### config.mk
export PLATFORM = sky130hd
export DESIGN_NAME = layer4_svm_mac_sched
export DESIGN_NICKNAME = d
export VERILOG_FILES = /design/src/rtl/layer4_svm_mac_sched.sv
export SDC_FILE = /design/constraint.sdc
export NUM_CORES = 1
export LEC_CHECK = 0
export ABC_AREA = 1
export ABC_CLOCK_PERIOD_IN_PS = 14000
export BUFFER_PORTS_ARGS = -buffer_cell sky130_fd_sc_hd__buf_4
export CORE_MARGIN = 5
export CORE_UTILIZATION = 45
export DETAILED_ROUTE_END_ITERATION = 16
export SYNTH_ARGS = -nofsm -noshare
export SYNTH_HDL_FRONTEND = slang
export SYNTH_SLANG_ARGS = --single-unit
### constraint.sdc
create_clock -name ap_clk -period 14 [get_ports ap_clk]
set_clock_uncertainty 0.05 [all_clocks]
set_input_delay 2.1 -clock ap_clk [delete_from_list [all_inputs] [get_ports ap_clk]]
set_output_delay 2.1 -clock ap_clk [all_outputs]
set_load 0.02 [all_outputs]
### src/rtl/layer4_svm_mac_sched.sv
// rtl/layer4_svm_mac_sched.sv - Layer-4 SVM multiply-accumulate sequencer with argmax
// Shares one external 14x16 multiplier across NUM_CLASS dot products, each closed by a bias term.
module layer4_svm_mac_sched #(
  parameter int VEC_LEN   = 64,
  parameter int NUM_CLASS = 10,
  parameter int FADDR_W   = 6,
  parameter int WADDR_W   = 10,
  parameter int CLS_W     = 4,
  parameter int ACC_W     = 40
) (
  input  logic               ap_clk,
  input  logic               ap_rst,
  input  logic               ap_start,
  output logic               ap_done,
  output logic               ap_idle,
  output logic               ap_ready,
  output logic [FADDR_W-1:0] feat_addr,
  output logic               feat_ce,
  input  logic [13:0]        feat_q,
  output logic [WADDR_W-1:0] w_addr,
  output logic               w_ce,
  input  logic [15:0]        w_q,
  output logic [13:0]        mul_a,
  output logic [15:0]        mul_b,
  input  logic [29:0]        mul_p,
  output logic [ACC_W-1:0]   score,
  output logic [CLS_W-1:0]   score_cls,
  output logic               score_vld,
  output logic [CLS_W-1:0]   result_cls
);

  localparam int IDX_W = $clog2(VEC_LEN + 1);
  localparam logic [IDX_W-1:0] IDX_BIAS  = IDX_W'(VEC_LEN);
  localparam logic [IDX_W-1:0] IDX_LASTF = IDX_W'(VEC_LEN - 1);
  localparam logic [CLS_W-1:0] CLS_LAST  = CLS_W'(NUM_CLASS - 1);

  typedef enum logic [1:0] {S_IDLE, S_ISSUE, S_DRAIN, S_DONE} state_t;

  state_t             state_q, state_d;
  logic [1:0]         drain_q, drain_d;
  logic [IDX_W-1:0]   idx_q, idx_d;
  logic [CLS_W-1:0]   cls_q, cls_d;
  logic [FADDR_W-1:0] faddr_q, faddr_d;
  logic [WADDR_W-1:0] waddr_q, waddr_d;
  logic               fce_q, fce_d;
  logic               wce_q, wce_d;
  logic               last_item;

  logic               t1_vld_q, t1_first_q, t1_last_q;
  logic [CLS_W-1:0]   t1_cls_q;
  logic               t2_vld_q, t2_first_q, t2_last_q;
  logic [CLS_W-1:0]   t2_cls_q;
  logic [13:0]        mul_a_q;
  logic [15:0]        mul_b_q;
  logic [ACC_W-1:0]   acc_q, acc_sum;
  logic [ACC_W-1:0]   score_q;
  logic [CLS_W-1:0]   score_cls_q;
  logic               score_vld_q;
  logic [ACC_W-1:0]   best_q;
  logic [CLS_W-1:0]   best_cls_q;
  logic [CLS_W-1:0]   result_cls_q;
  logic               take_new;

  // idx_q/cls_q name the item being issued in the current ISSUE cycle
  always_comb begin
    state_d   = state_q;
    drain_d   = drain_q;
    idx_d     = idx_q;
    cls_d     = cls_q;
    faddr_d   = faddr_q;
    waddr_d   = waddr_q;
    fce_d     = 1'b0;
    wce_d     = 1'b0;
    last_item = (idx_q == IDX_BIAS) && (cls_q == CLS_LAST);
    case (state_q)
      S_IDLE: begin
        if (ap_start) begin
          state_d = S_ISSUE;
          idx_d   = '0;
          cls_d   = '0;
          faddr_d = '0;
          waddr_d = '0;
          fce_d   = 1'b1;
          wce_d   = 1'b1;
        end
      end
      S_ISSUE: begin
        if (last_item) begin
          state_d = S_DRAIN;
          drain_d = '0;
        end else begin
          wce_d   = 1'b1;
          waddr_d = waddr_q + 1'b1;
          if (idx_q == IDX_BIAS) begin
            idx_d   = '0;
            cls_d   = cls_q + 1'b1;
            faddr_d = '0;
            fce_d   = 1'b1;
          end else begin
            idx_d = idx_q + 1'b1;
            if (idx_q != IDX_LASTF) begin
              fce_d   = 1'b1;
              faddr_d = FADDR_W'(idx_q + 1'b1);
            end
          end
        end
      end
      S_DRAIN: begin
        drain_d = drain_q + 1'b1;
        if (drain_q == 2'd2) state_d = S_DONE;
      end
      S_DONE:  state_d = S_IDLE;
      default: state_d = S_IDLE;
    endcase
  end

  always_ff @(posedge ap_clk or posedge ap_rst) begin
    if (ap_rst) begin
      state_q <= S_IDLE;
      drain_q <= '0;
      idx_q   <= '0;
      cls_q   <= '0;
      faddr_q <= '0;
      waddr_q <= '0;
      fce_q   <= 1'b0;
      wce_q   <= 1'b0;
    end else begin
      state_q <= state_d;
      drain_q <= drain_d;
      idx_q   <= idx_d;
      cls_q   <= cls_d;
      faddr_q <= faddr_d;
      waddr_q <= waddr_d;
      fce_q   <= fce_d;
      wce_q   <= wce_d;
    end
  end

  // The first item of a class restarts the sum, so no clear cycle is needed between classes
  always_comb begin
    acc_sum = (t2_first_q ? '0 : acc_q) + {{(ACC_W-30){mul_p[29]}}, mul_p};
  end

  // Class 0 always seeds the running best; later classes need a strictly larger score
  always_comb begin
    take_new = (score_cls_q == '0) || ($signed(score_q) > $signed(best_q));
  end

  always_ff @(posedge ap_clk or posedge ap_rst) begin
    if (ap_rst) begin
      t1_vld_q     <= 1'b0;
      t1_first_q   <= 1'b0;
      t1_last_q    <= 1'b0;
      t1_cls_q     <= '0;
      t2_vld_q     <= 1'b0;
      t2_first_q   <= 1'b0;
      t2_last_q    <= 1'b0;
      t2_cls_q     <= '0;
      mul_a_q      <= '0;
      mul_b_q      <= '0;
      acc_q        <= '0;
      score_q      <= '0;
      score_cls_q  <= '0;
      score_vld_q  <= 1'b0;
      best_q       <= '0;
      best_cls_q   <= '0;
      result_cls_q <= '0;
    end else begin
      t1_vld_q   <= (state_q == S_ISSUE);
      t1_first_q <= (idx_q == '0);
      t1_last_q  <= (idx_q == IDX_BIAS);
      t1_cls_q   <= cls_q;
      t2_vld_q   <= t1_vld_q;
      t2_first_q <= t1_first_q;
      t2_last_q  <= t1_last_q;
      t2_cls_q   <= t1_cls_q;
      if (t1_vld_q) begin
        mul_a_q <= t1_last_q ? 14'sd1 : feat_q;
        mul_b_q <= w_q;
      end
      if (t2_vld_q) acc_q <= acc_sum;
      score_vld_q <= t2_vld_q && t2_last_q;
      if (t2_vld_q && t2_last_q) begin
        score_q     <= acc_sum;
        score_cls_q <= t2_cls_q;
      end
      if (score_vld_q && take_new) begin
        best_q     <= score_q;
        best_cls_q <= score_cls_q;
      end
      if (score_vld_q && (score_cls_q == CLS_LAST)) begin
        result_cls_q <= take_new ? score_cls_q : best_cls_q;
      end
    end
  end

  assign ap_idle    = (state_q == S_IDLE);
  assign ap_done    = (state_q == S_DONE);
  assign ap_ready   = (state_q == S_DONE);
  assign feat_addr  = faddr_q;
  assign feat_ce    = fce_q;
  assign w_addr     = waddr_q;
  assign w_ce       = wce_q;
  assign mul_a      = mul_a_q;
  assign mul_b      = mul_b_q;
  assign score      = score_q;
  assign score_cls  = score_cls_q;
  assign score_vld  = score_vld_q;
  assign result_cls = result_cls_q;

endmodule

==> results by group <==
Critical path
  • CP max stage cell: fa_1
  • Kind of end point of the critical path: flip-flop
  • Required @ worst endpoint: around 14,000 ps
  • Crit path buffers/inverters: 1
  • Max FO, Critical Path: 4
  • Crit-path cells: buf_4, ha_1, fa_1, nand3_1, nand2_1, a21oi_1, o21ai_0, nand3_1, nand2_1, nor2_1, nand3b_1, o21ai_0
  • Crit Path Class: in2reg
  • Max stage delay on crit path: 450 ps
  • WP data arrival: 4550 ps
  • Startpoint types: input pin
  • Top delay family on crit path: compound AO/OA/AOI/OAI gates

Synthesis
  • Async S/R FF share, synth: 100%
  • Main synth FF type: dfrtp_1
  • Mean Syn Cell Area: 7.58 um^2
  • Part of the Yosys area used for sequential elements: 42.9%
  • Syn_nets: 1,768
  • Number of synthesized flops with an enable pin: 0
  • YS warnings: 0
  • Number of synthesized register bits: 210
  • Cell area after synthesis: 12,200 um^2
  • Netlist cell types: 42
  • Synth Instances: around 1.6k

Route
  • DR vias: approximately 11k
  • Drt initial violations: 792
  • Average via count per standard cell: 5.20
  • Drt wl/cell: 16.5 um
  • DRT Wirelength: 35.2 mm
  • Detailed-route DRC error count: 0
  • Number of nets still failing antenna checks after routing: 0
  • 1st-pass router iterations: 5

Cells and area
  • Commonest non-fill, non-tap cell in the layout: nand2_1
  • Synth-to-Final Area Change: 19.7%
  • Ant. Diodes: 0
  • Most frequent cells in the layout: 455 x nand2_1, 222 x inv_1, 209 x dfrtp_1, 169 x buf_4, 144 x nor2_1
  • Nets@finish: 1,921
  • Non-filler cells, final: between 2k and 2.5k
  • Layout cells sized above 1: around 13%

Global routing
  • Initial antenna violation count: 0
  • GRT Overall Usage: 22.6%
  • Vias in the first global route: 10.7k
  • Overflow after GRT: 0
  • Global-route wire length before repair: 56.8 mm
  • Pin count of the biggest net entering global routing: 134

Hold path
  • Worst Hold Class: reg2reg

Floorplanning
  • Die span in y: 175 um
  • Ports: around 160
  • Die Area: 30,600 um^2
  • Core ar.: roughly 27,000 um^2
  • Die Span X: between 150 and 200 um
  • Starting Density: between 40% and 50%
  • # rows: 60

Clock network
  • CTS tree: done
  • Setup bufs post-CTS: 0
  • CTS buffer count: 25
  • # clock sinks: 210
  • Clock Pin Slew Worst Setup and Hold Paths: 60 ps
  • Root Driver: clkbuf_16
  • Clk buf depth: 3
  • Worst skew pair latency: 550 ps
  • H-tree depth: 1
  • Post-CTS Hold Fix Bufs: 0
  • CTS resizes: 0

Timing
  • RSZ-0062 raised after global routing: no
  • Max Slew Vio Count: 0
  • Fin crit share: a little under a third
  • Fmax: roughly 240 MHz
  • Worst-margin pin slew: 1030 ps
  • Slew HR: 31.3%
  • Final setup TNS: 0 ps
  • Tmin final: roughly 4200 ps
  • Hold Vio Cnt, Final: 0
  • Final setup fails: 0

Pwr
  • PwrDens: approximately 200 nW/um^2
  • Maximum vdd drop: ~130 uV
  • Lkg Pwr: 7.49 nW

Placement
  • GP Congestion: 0.959
  • I/O Buffers: between 150 and 200
  • Final HPWL DP: ~26 mm
  • Placed Cells: between 2k and 2.5k

Run
  • Max_cap viols: 0

Outcome
  • Run status: finished clean
-- registers in the layout, indices dropped and copies added, names as in the netlist, 6 cells and up --
signal,count
acc_q,40
mul_a,14
mul_b,16
idx_q,7
feat_addr,6
score,40
best_q,40
w_addr,10
-- per-layer routing --
metal  share of wire [%]  vias to the layer above  track usage, %
met5                   0                        -               0
met2                  45                      296            36.2
li1                    -                     5497               -
met1                  47                     5200            32.3
met4                 2.8                        0            6.58
met3                 5.2                       63            2.86
-- cell type report --
cell class / count / area [um^2]
Clock buffer: 31 / 668
Clock inverter: 15 / 243
Fill cell: 2630 / 12200
Inverter: 223 / 845
Multi-Input combinational cell: 1139 / 5950
Sequential cell: 210 / 5260
Tap cell: 341 / 427
Timing Repair Buffer: 169 / 1270
-- report_power, final --
| part | leakage, nW | switching, mW | internal, mW |
|---|---|---|---|
| Combinational | 4.44 | 0.792 | 0.479 |
| Clock | 0.449 | 0.271 | 0.451 |
| Sequential | 2.59 | 0.180 | 0.824 |
-- per-stage QoR --
| step | area [um^2] | total power, mW | hold WS [ps] | worst slack (ps) | util, % |
|---|---|---|---|---|---|
| 2_1_floorplan | 12200 | 1.83 | 281 | 6110 | - |
| 3_3_place_gp | 13700 | 2.26 | 283 | 9410 | 51.1 |
| 3_5_place_dp | 13700 | 2.29 | 285 | 9290 | 51.1 |
| 4_1_cts | 14700 | 3.03 | 298 | 9850 | 54.5 |
| 5_1_grt | 14700 | 3.24 | 312 | 9540 | 54.5 |
| 6_report | 14700 | 3.00 | 297 | 9790 | 54.5 |
-- synth_stat cells, types with 2 or more instances --
cell      number  area (um^2)
nand2_1      456         1710
inv_1        223          837
dfrtp_1      210         5260
nor2_1       144          541
nand3_1      124          621
o21ai_0      111          556
ha_1          89         1110
a21oi_1       75          375
clkbuf_1      31          116
nor3_1        18         90.1
nand4_1       14         87.6
a22o_1        13          114
xor2_1        12          105
nand3b_1      10         75.1
o21bai_1      10         75.1
xnor2_1       10         87.6
o21ai_1        9         45.0
a31oi_1        7         43.8
buf_6          4         45.0
nor4_1         4         25.0
a21boi_1       3         22.5
and3_1         3         18.8
buf_1          3         11.3
buf_4          3         22.5
o211ai_1       3         22.5
o31ai_1        3         22.5
or2_2          3         18.8
a21o_1         2         15.0
mux2_2         2         22.5
nand2_4        2         22.5
nor2_2         2         12.5
o21a_1         2         15.0
-- logic make-up after synthesis --
logic type                 after synthesis  share of synthesized area (%)
DFF                                    210                           42.9
adders and majority gates               90                           9.26
AOI/OAI and AO/OA                      240                           10.8
buffers and inverters                  266                           8.53
and+or+nand+nor                        785                           26.7
xor gates and xnor gates                22                           1.57
muxes                                    2                          0.184
-- final timing paths --
kind                               end  slack, ps  cells past startpoint         from
hold reg to reg            t2_cls_q[2]        300                      0  t1_cls_q[2]
hold / removal             t2_cls_q[2]        300                      0  t1_cls_q[2]
max in group asynchronous    score[28]      10620                      3       ap_rst
setup / recovery             acc_q[30]       9790                     12     mul_p[0]
setup reg to reg             acc_q[30]      10550                     13   t2_first_q
min in group asynchronous     mul_a[9]       1690                      2       ap_rst
(Power assumes the default switching activity.)
